**src/rtl/weight_fifo_ctrl.sv**
```systemverilog
//------------------------------------------------------------------------------
// Module      : weight_fifo_ctrl
// Description : Sequencer for the systolic-array weight FIFO. A fill reads
//               FIFO_DEPTH weight rows from weight memory and pushes them into
//               the FIFO. A drain shifts the stored rows out into the array and
//               feeds zeros in behind them. Illegal commands pulse cmd_err.
// Options     : WEIGHT_SKEW_EN - when defined, drain enables are diagonally
//               skewed so column i shifts i cycles after column 0.
// Revision    : 1.0 - initial release
//------------------------------------------------------------------------------
`default_nettype none

module weight_fifo_ctrl #(
  parameter int FIFO_INPUTS = 4,
  parameter int FIFO_DEPTH  = 4,
  parameter int ADDR_WIDTH  = 8
) (
  input  logic                   clk,
  input  logic                   reset,
  input  logic                   i_load_start,
  input  logic [ADDR_WIDTH-1:0]  i_load_base_addr,
  input  logic                   i_drain_start,
  output logic                   o_mem_rd_en,
  output logic [ADDR_WIDTH-1:0]  o_mem_rd_addr,
  output logic [FIFO_INPUTS-1:0] o_fifo_en,
  output logic                   o_fifo_zero_in,
  output logic                   o_drain_valid,
  output logic                   o_fifo_full,
  output logic                   o_busy,
  output logic                   o_done,
  output logic                   o_cmd_err
);

  // Number of cycles the drain keeps the FSM busy.
`ifdef WEIGHT_SKEW_EN
  localparam int c_DRAIN_LEN = FIFO_DEPTH + FIFO_INPUTS - 1;
`else
  localparam int c_DRAIN_LEN = FIFO_DEPTH;
`endif

  // The counter must reach FIFO_DEPTH during a fill and c_DRAIN_LEN-1 during
  // a drain; size it for whichever is larger.
  localparam int c_CNT_MAX = (c_DRAIN_LEN > FIFO_DEPTH) ? c_DRAIN_LEN : FIFO_DEPTH;
  localparam int c_CNT_W   = $clog2(c_CNT_MAX + 1);

  typedef enum logic [1:0] {
    S_IDLE  = 2'd0,
    S_FILL  = 2'd1,
    S_FULL  = 2'd2,
    S_DRAIN = 2'd3
  } state_t;

  state_t                 r_state;
  state_t                 w_nxt_state;
  logic [c_CNT_W-1:0]     r_cnt;
  logic [c_CNT_W-1:0]     w_nxt_cnt;

  logic                   r_mem_rd_en;
  logic [ADDR_WIDTH-1:0]  r_mem_rd_addr;
  logic [FIFO_INPUTS-1:0] r_fifo_en;
  logic                   r_fifo_zero_in;
  logic                   r_drain_valid;
  logic                   r_fifo_full;
  logic                   r_done;
  logic                   r_cmd_err;

  logic                   w_nxt_rd_en;
  logic [ADDR_WIDTH-1:0]  w_nxt_rd_addr;
  logic [FIFO_INPUTS-1:0] w_nxt_fifo_en;
  logic                   w_nxt_zero_in;
  logic                   w_nxt_drain_valid;
  logic                   w_nxt_fifo_full;
  logic                   w_nxt_done;
  logic                   w_nxt_cmd_err;
  int                     w_drain_cyc;

  // Column enables for drain cycle n (n = 1 is the first drain cycle).
  function automatic logic [FIFO_INPUTS-1:0] f_drain_en(input int n);
    logic [FIFO_INPUTS-1:0] en;
    en = '0;
    for (int i = 0; i < FIFO_INPUTS; i++) begin
`ifdef WEIGHT_SKEW_EN
      en[i] = (n >= 1 + i) && (n <= FIFO_DEPTH + i);
`else
      en[i] = (n >= 1) && (n <= FIFO_DEPTH);
`endif
    end
    return en;
  endfunction

  // State and cycle counter registers; reset aborts any operation at once.
  always_ff @(posedge clk or posedge reset) begin
    if (reset) begin
      r_state <= S_IDLE;
      r_cnt   <= '0;
    end else begin
      r_state <= w_nxt_state;
      r_cnt   <= w_nxt_cnt;
    end
  end

  // Next-state decode plus the next value of every registered output.
  // Counter value k in FILL/DRAIN means the FSM is in cycle k+1 of that phase.
  always_comb begin
    w_nxt_state       = r_state;
    w_nxt_cnt         = '0;
    w_nxt_rd_en       = 1'b0;
    w_nxt_rd_addr     = r_mem_rd_addr;
    w_nxt_fifo_en     = '0;
    w_nxt_zero_in     = 1'b0;
    w_nxt_drain_valid = 1'b0;
    w_nxt_fifo_full   = r_fifo_full;
    w_nxt_done        = 1'b0;
    w_nxt_cmd_err     = 1'b0;
    w_drain_cyc       = 0;

    case (r_state)
      S_IDLE: begin
        if (i_load_start) begin
          // Load wins over a simultaneous drain; no error in IDLE.
          w_nxt_state     = S_FILL;
          w_nxt_rd_en     = 1'b1;
          w_nxt_rd_addr   = i_load_base_addr;
          w_nxt_fifo_full = 1'b0;
        end else if (i_drain_start) begin
          w_nxt_cmd_err = 1'b1;
        end
      end

      S_FILL: begin
        w_nxt_cnt     = r_cnt + c_CNT_W'(1);
        w_nxt_cmd_err = i_load_start | i_drain_start;
        // Memory data arrives one cycle after the read strobe, so the push
        // enable is simply the read strobe delayed by one cycle.
        w_nxt_fifo_en = {FIFO_INPUTS{r_mem_rd_en}};
        if (r_cnt < c_CNT_W'(FIFO_DEPTH - 1)) begin
          w_nxt_rd_en   = 1'b1;
          w_nxt_rd_addr = r_mem_rd_addr + ADDR_WIDTH'(1);
        end
        if (r_cnt == c_CNT_W'(FIFO_DEPTH)) begin
          w_nxt_state     = S_FULL;
          w_nxt_cnt       = '0;
          w_nxt_fifo_full = 1'b1;
          w_nxt_done      = 1'b1;
        end
      end

      S_FULL: begin
        if (i_drain_start) begin
          // Drain wins; a simultaneous load is rejected.
          w_nxt_state       = S_DRAIN;
          w_nxt_fifo_full   = 1'b0;
          w_nxt_zero_in     = 1'b1;
          w_nxt_fifo_en     = f_drain_en(1);
          w_nxt_drain_valid = |f_drain_en(1);
          w_nxt_cmd_err     = i_load_start;
        end else if (i_load_start) begin
          // Overwrite: the stored rows are discarded as soon as the fill starts.
          w_nxt_state     = S_FILL;
          w_nxt_rd_en     = 1'b1;
          w_nxt_rd_addr   = i_load_base_addr;
          w_nxt_fifo_full = 1'b0;
        end
      end

      S_DRAIN: begin
        w_nxt_cnt     = r_cnt + c_CNT_W'(1);
        w_nxt_cmd_err = i_load_start | i_drain_start;
        if (r_cnt == c_CNT_W'(c_DRAIN_LEN - 1)) begin
          w_nxt_state = S_IDLE;
          w_nxt_cnt   = '0;
          w_nxt_done  = 1'b1;
        end else begin
          w_drain_cyc       = int'(r_cnt) + 2;
          w_nxt_zero_in     = 1'b1;
          w_nxt_fifo_en     = f_drain_en(w_drain_cyc);
          w_nxt_drain_valid = |f_drain_en(w_drain_cyc);
        end
      end

      default: begin
        w_nxt_state = S_IDLE;
      end
    endcase
  end

  // Output registers; the FIFO contents are untrusted after reset.
  always_ff @(posedge clk or posedge reset) begin
    if (reset) begin
      r_mem_rd_en    <= 1'b0;
      r_mem_rd_addr  <= '0;
      r_fifo_en      <= '0;
      r_fifo_zero_in <= 1'b0;
      r_drain_valid  <= 1'b0;
      r_fifo_full    <= 1'b0;
      r_done         <= 1'b0;
      r_cmd_err      <= 1'b0;
    end else begin
      r_mem_rd_en    <= w_nxt_rd_en;
      r_mem_rd_addr  <= w_nxt_rd_addr;
      r_fifo_en      <= w_nxt_fifo_en;
      r_fifo_zero_in <= w_nxt_zero_in;
      r_drain_valid  <= w_nxt_drain_valid;
      r_fifo_full    <= w_nxt_fifo_full;
      r_done         <= w_nxt_done;
      r_cmd_err      <= w_nxt_cmd_err;
    end
  end

  assign o_mem_rd_en    = r_mem_rd_en;
  assign o_mem_rd_addr  = r_mem_rd_addr;
  assign o_fifo_en      = r_fifo_en;
  assign o_fifo_zero_in = r_fifo_zero_in;
  assign o_drain_valid  = r_drain_valid;
  assign o_fifo_full    = r_fifo_full;
  assign o_busy         = (r_state == S_FILL) || (r_state == S_DRAIN);
  assign o_done         = r_done;
  assign o_cmd_err      = r_cmd_err;

endmodule

`default_nettype wire

```
**config.mk**
```make
export PLATFORM = sky130hd
export DESIGN_NAME = weight_fifo_ctrl
export DESIGN_NICKNAME = d
export VERILOG_FILES = /design/src/rtl/weight_fifo_ctrl.sv
export SDC_FILE = /design/constraint.sdc
export NUM_CORES = 1
export LEC_CHECK = 0
export CORE_ASPECT_RATIO = 1.4
export CORE_MARGIN = 8
export CORE_UTILIZATION = 46
export CTS_BUF_LIST = sky130_fd_sc_hd__clkbuf_8
export CTS_CLUSTER_DIAMETER = 40
export CTS_CLUSTER_SIZE = 10
export DETAILED_ROUTE_END_ITERATION = 12
export PLACE_DENSITY = 0.78
export SYNTH_ARGS = -nofsm -noshare
export SYNTH_HDL_FRONTEND = slang
export SYNTH_SLANG_ARGS = --single-unit
```
**constraint.sdc**
```tcl
create_clock -name clk -period 1.85 [get_ports clk]
set_clock_uncertainty 0.05 [all_clocks]
set_input_delay 0.2775 -clock clk [delete_from_list [all_inputs] [get_ports clk]]
set_output_delay 0.2775 -clock clk [all_outputs]
set_load 0.01 [all_outputs]
```
# Yosys cells after proc, flatten, opt, wreduce, memory -nomap -nowiden
# Index checks and enable logic that the tools add are counted.
# op_classes
n_shift,0
n_addsub,3
bitwise_logic,1
div,0
multipliers,0
n_reduce_logical,8
muxes,34
eq_ne,9
magnitude_cmp,3
# op_table
operator,count
8-bit two-way mux,3
8-bit one-hot mux with 3 select lines,1
1-bit two-way mux,13
4-bit one-hot mux with 3 select lines,1
1-bit one-hot mux with 3 select lines,3
"8-bit by 1-bit adder with 8-bit output, second input constant",1
2-bit two-way mux,4
4-bit two-way mux,2
"2-bit inequality test, second input constant",4
2-bit one-hot mux with 4 select lines,1
3-bit two-way mux,2
1-bit one-hot mux with 2 select lines,3
3-bit one-hot mux with 2 select lines,1
"3-bit by 2-bit adder with 4-bit output, second input constant",1
"2-bit equality test, second input constant",2
"4-bit by 1-bit greater-or-equal comparator with 1-bit output, second input constant",1
"4-bit by 3-bit <= comparator with 1-bit output, second input constant",1
2-bit AND reduction,2
"3-bit by 1-bit adder with 3-bit output, second input constant",1
"3-bit by 2-bit equality test with 1-bit output, second input constant",1
"3-bit equality test, second input constant",1
"3-bit by 2-bit less-than comparator with 1-bit output, second input constant",1
3-bit AND reduction,1
3-bit nonzero test,1
6 further kinds,6
# word_totals
mem_count,0
latch_bits,0
input_bits,12
mem_bits_rw,0
ff_bits,23
rom_bits,0
out_inout_bits,19

# Depth between registers and ports, before layout
# logic_depth
word_depth,5
depth_mapped,8

# Worst setup path before layout
# No wires, ideal clock.
# synth_path
path_kind,flip-flop to flip-flop
startpoint,register r_state[0]
endpoint,"register r_mem_rd_addr[2], in the netlist o_mem_rd_addr[2]"
setup_ns,0.069
period_less_slack_ns,1.897
path_stages_with_launch,8
t_arrival_ns,1.778
setup_slack_ns,-0.047
cell_sequence,dfrtp_1 -> inv_1 -> ha_1 -> o2bb2ai_1 -> a221o_1 -> buf_4 -> o32a_1 -> nand3_1
# synth_via
elab_chain_len,3
word_cells_on_any_way,8
# synth_lines
item,line,text
start: declaration,53,state_t r_state;
start signal: assignment,97,r_state <= w_nxt_state;
2-bit by 1-bit equality test with 1-bit output (tied with other cells),117,case (r_state)
2-bit inequality test (no source line) or 3-bit nonzero test (tied branches),--,
3-bit AND reduction (no source line),--,
end signal: assignment,200,r_mem_rd_addr <= w_nxt_rd_addr;
end: declaration,59,logic [ADDR_WIDTH-1:0] r_mem_rd_addr;
# Several ways; a longest one is shown, not always the timed one.
# A chain may end at the register's enable or synchronous reset.

# Worst setup path in the final report
# layout_path
startpoint,register r_cnt[2]
endpoint,"register r_mem_rd_addr[5], in the netlist o_mem_rd_addr[5]"
# layout_via
elab_chain_len,3
# layout_lines
item,line,text
start: declaration,55,logic [c_CNT_W-1:0] r_cnt;
start signal: assignment,98,r_cnt <= w_nxt_cnt;
3-bit by 2-bit less-than comparator with 1-bit output,136,if (r_cnt < c_CNT_W'(FIFO_DEPTH - 1)) begin
2-bit inequality test (no source line),--,
3-bit AND reduction (no source line),--,
# Every way passes these cells.

==> results_dict.tcl <==
set metrics [dict create \
    vias 1277 \
    root_buffer "clkbuf_8" \
    gp_congestion 0.8835 \
    powerDensity_nw_per_um2 1655 \
    cp.required_ns 2.00 \
    drv_cap 0 \
    period_share_pct 98.74 \
    io_pins 31 \
    setup_violations 0 \
    ant_nets 0 \
    grt_pass1_vias 1286 \
    dp_hpwl_mm 2.625 \
    gr-usage-all-layers_pct 15.73 \
    synth_area_leader_cell "dfrtp_1" \
    critPathKind "reg -> reg" \
    crit_chain "inv_2 -> ha_4 -> a21o_1 -> a221o_1 -> or4_1 -> nand3_1" \
    antenna_found_initial 0 \
    postSynthCellCount 142 \
    io_buffers 30 \
    ir_drop_v 0.001069 \
    path_max_fanout 4 \
    initial_core_util_pct 48.63 \
    drive_above_1_share_pct 22.73 \
    rsz0062_at_grt "true" \
    setup_ws_ns 0.02330 \
    finalPower_mw 3.162 \
    run_status "finished, final reports clean" \
    reg2reg_to "o_mem_rd_addr[5]" \
    synth_edf_count 0 \
    yosysTopAreaCellShare_pct 38.95 \
    avgSynthCellArea_um2 9.049 \
    report.final.slew_viol_count 0 \
    end_kind "flip-flop" \
    pre_cts_slack_ns -0.04698 \
    regArea_um2 503.0 \
    r2r-start "r_cnt[2]" \
    synth_top_flop_cell "dfrtp_1" \
    final_nets 227 \
    drt-total-wl_mm 3.633 \
    hp-class "in -> async" \
    crit_family "simple AND/OR/NAND/NOR gates" \
    ys_warn_count 0 \
    slowest_delay_ns 0.49 \
    dieWidth_um 60.67 \
    synth_seq_area_share_pct 38.95 \
    p_leak_nw 0.8906 \
    vias_per_cell 5.457 \
    first_pass_iters 4 \
    async_flop_share_pct 100.0 \
    hold_viol_final 0 \
    layout.cells.non_filler 234 \
    syn2layout_area_growth_pct 48.69 \
    cts_hold_buffers 0 \
    numCtsBuffers 3 \
    reg2reg_depth 6 \
    multi_input_area_um2 759.5 \
    start_kind "flip-flop" \
    final_core_utilization_pct 72.30 \
    n_antenna_cell 0 \
    yosys-top-cells-count "dfrtp_1 (20), nand2_1 (19), ha_1 (16)" \
    reg2reg_slack_ns 0.02 \
    synth_area_leaders "dfrtp_1 (39%), ha_1 (16%), nand2_1 (5.6%)" \
    clkTransAtPathRegs_ns 0.08 \
    drt_iter0_drc 46 \
    cts_tree "built" \
    core_area_um2 2643 \
    yosysMostFrequentCell "dfrtp_1" \
    avgRoutedWirePerCell_um 15.53 \
    grt_max_degree 21 \
    synth_seq_cells 20 \
    fillers 208 \
    fin_crit_ns 1.827 \
    grt_pass1_wl_mm 5.906 \
    rows 22 \
    cts-htree-levels 1 \
    synth_cell_types 34 \
    cts_max_path_buffers 2 \
    die_area_um2 4765 \
    max_freq_mhz 547.4 \
    synth_nets 170 \
    grt_overflow 0 \
    max_slew_margin_pct 82.28 \
    die_y_um 78.54 \
    clock-sinks 20 \
    placedCellCount 221 \
    clock_latency_ns 0.26 \
    synthesis.area_um2 1285 \
    path_buf_inv 1 \
    crit_arrival_ns 1.98 \
    drc 0 \
    tightest_slew_ns 0.2657 \
    cpMaxStageDelayCell "or4_1" \
]
-- registers in the layout, summed over array words and instances (netlist names) --
signal / flops
o_fifo_en: 1
r_cnt: 3
o_fifo_full: 1
o_mem_rd_en: 1
r_state: 2
o_done: 1
o_cmd_err: 1
o_mem_rd_addr: 8
o_fifo_zero_in: 1
o_drain_valid: 1
-- worst register-to-register path: stages, from the launching register on --
cell     delay (ns)
dfrtp_1        0.37
inv_2          0.07
ha_4           0.15
a21o_1         0.19
a221o_1        0.36
or4_1          0.49
nand3_1        0.09
-- layout make-up --
| class | instances | share of cell area [%] |
|---|---|---|
| repair buffers | 58 | 27.24 |
| clock inverters | 1 | 0.1965 |
| multi-input cells | 106 | 39.75 |
| flip-flops and latches | 20 | 26.33 |
| well taps | 36 | 2.358 |
| clock buffers | 3 | 2.161 |
| inverters | 10 | 1.965 |
-- what timing repair did --
action                     CTS  global route
resized for setup            5            12
setup endpoints to repair    5             5
pin swaps                    1             4
setup buffers                1             8
-- metrics by stage --
| step | hold WS, ns | TNS (ns) | cell area, um2 |
|---|---|---|---|
| after floorplan | 0.1913 | 0 | 1286 |
| after global routing | 0.3536 | -0.1117 | 1911 |
| final | 0.2971 | 0 | 1911 |
| after CTS | 0.3091 | 0 | 1795 |
| after global placement | 0.4543 | 0 | 1735 |
| after detailed placement | 0.4719 | -0.1163 | 1735 |
-- power breakdown --
part / switching (mW) / total (mW) / internal [mW]
registers: 0.200 / 0.825 / 0.625
clock network: 0.144 / 0.292 / 0.148
logic: 0.967 / 2.04 / 1.08
total: 1.31 / 3.16 / 1.85
-- per-layer routing --
| metal | vias to the layer above | wire length, um | GRT usage [%] |
|---|---|---|---|
| met4 | 0 | 95 | 6.557 |
| li1 | 609 | - | - |
| met3 | 11 | 243 | 2.773 |
| met5 | - | 0 | 0 |
| met1 | 606 | 1385 | 17.66 |
| met2 | 51 | 1908 | 27.60 |
-- logic make-up after synthesis --
| logic type | Yosys count | synth area share [%] |
|---|---|---|
| and+or+nand+nor | 56 | 21.23 |
| AOI/OAI and AO/OA | 32 | 16.75 |
| DFF | 20 | 38.95 |
| buffers and inverters | 16 | 5.939 |
| adders and majority gates | 16 | 15.58 |
| muxes | 2 | 1.558 |
-- worst max path at each step --
stage | from | to | slack [ns] | cells past startpoint
finish | r_cnt[2] | o_mem_rd_addr[5] | 0.02 | 6
global route | r_state[0] | o_mem_rd_addr[2] | -0.04 | 7
CTS | r_state[0] | o_mem_rd_addr[2] | 0.01 | 7
detailed placement | i_load_start | o_mem_rd_addr[2] | -0.05 | 6
global placement | i_load_start | o_mem_rd_addr[5] | 0.01 | 5
floorplan | r_cnt[2] | o_mem_rd_addr[2] | 0.005 | 7
-- layout by cell type (no fill, tap or decap), types with 3 or more instances in the layout --
cell type and instances:
buf_4 25, nand2_1 19, ha_4 3, inv_2 4, a21oi_1 9, inv_1 7, dfrtp_1 18, nand2b_1 5
clkbuf_8 3, nor2_1 8, clkdlybuf4s50_1 29, nand3_1 10, o21ai_0 8, buf_6 3, ha_1 13
Note: power is estimated with default switching activity, not from simulation.
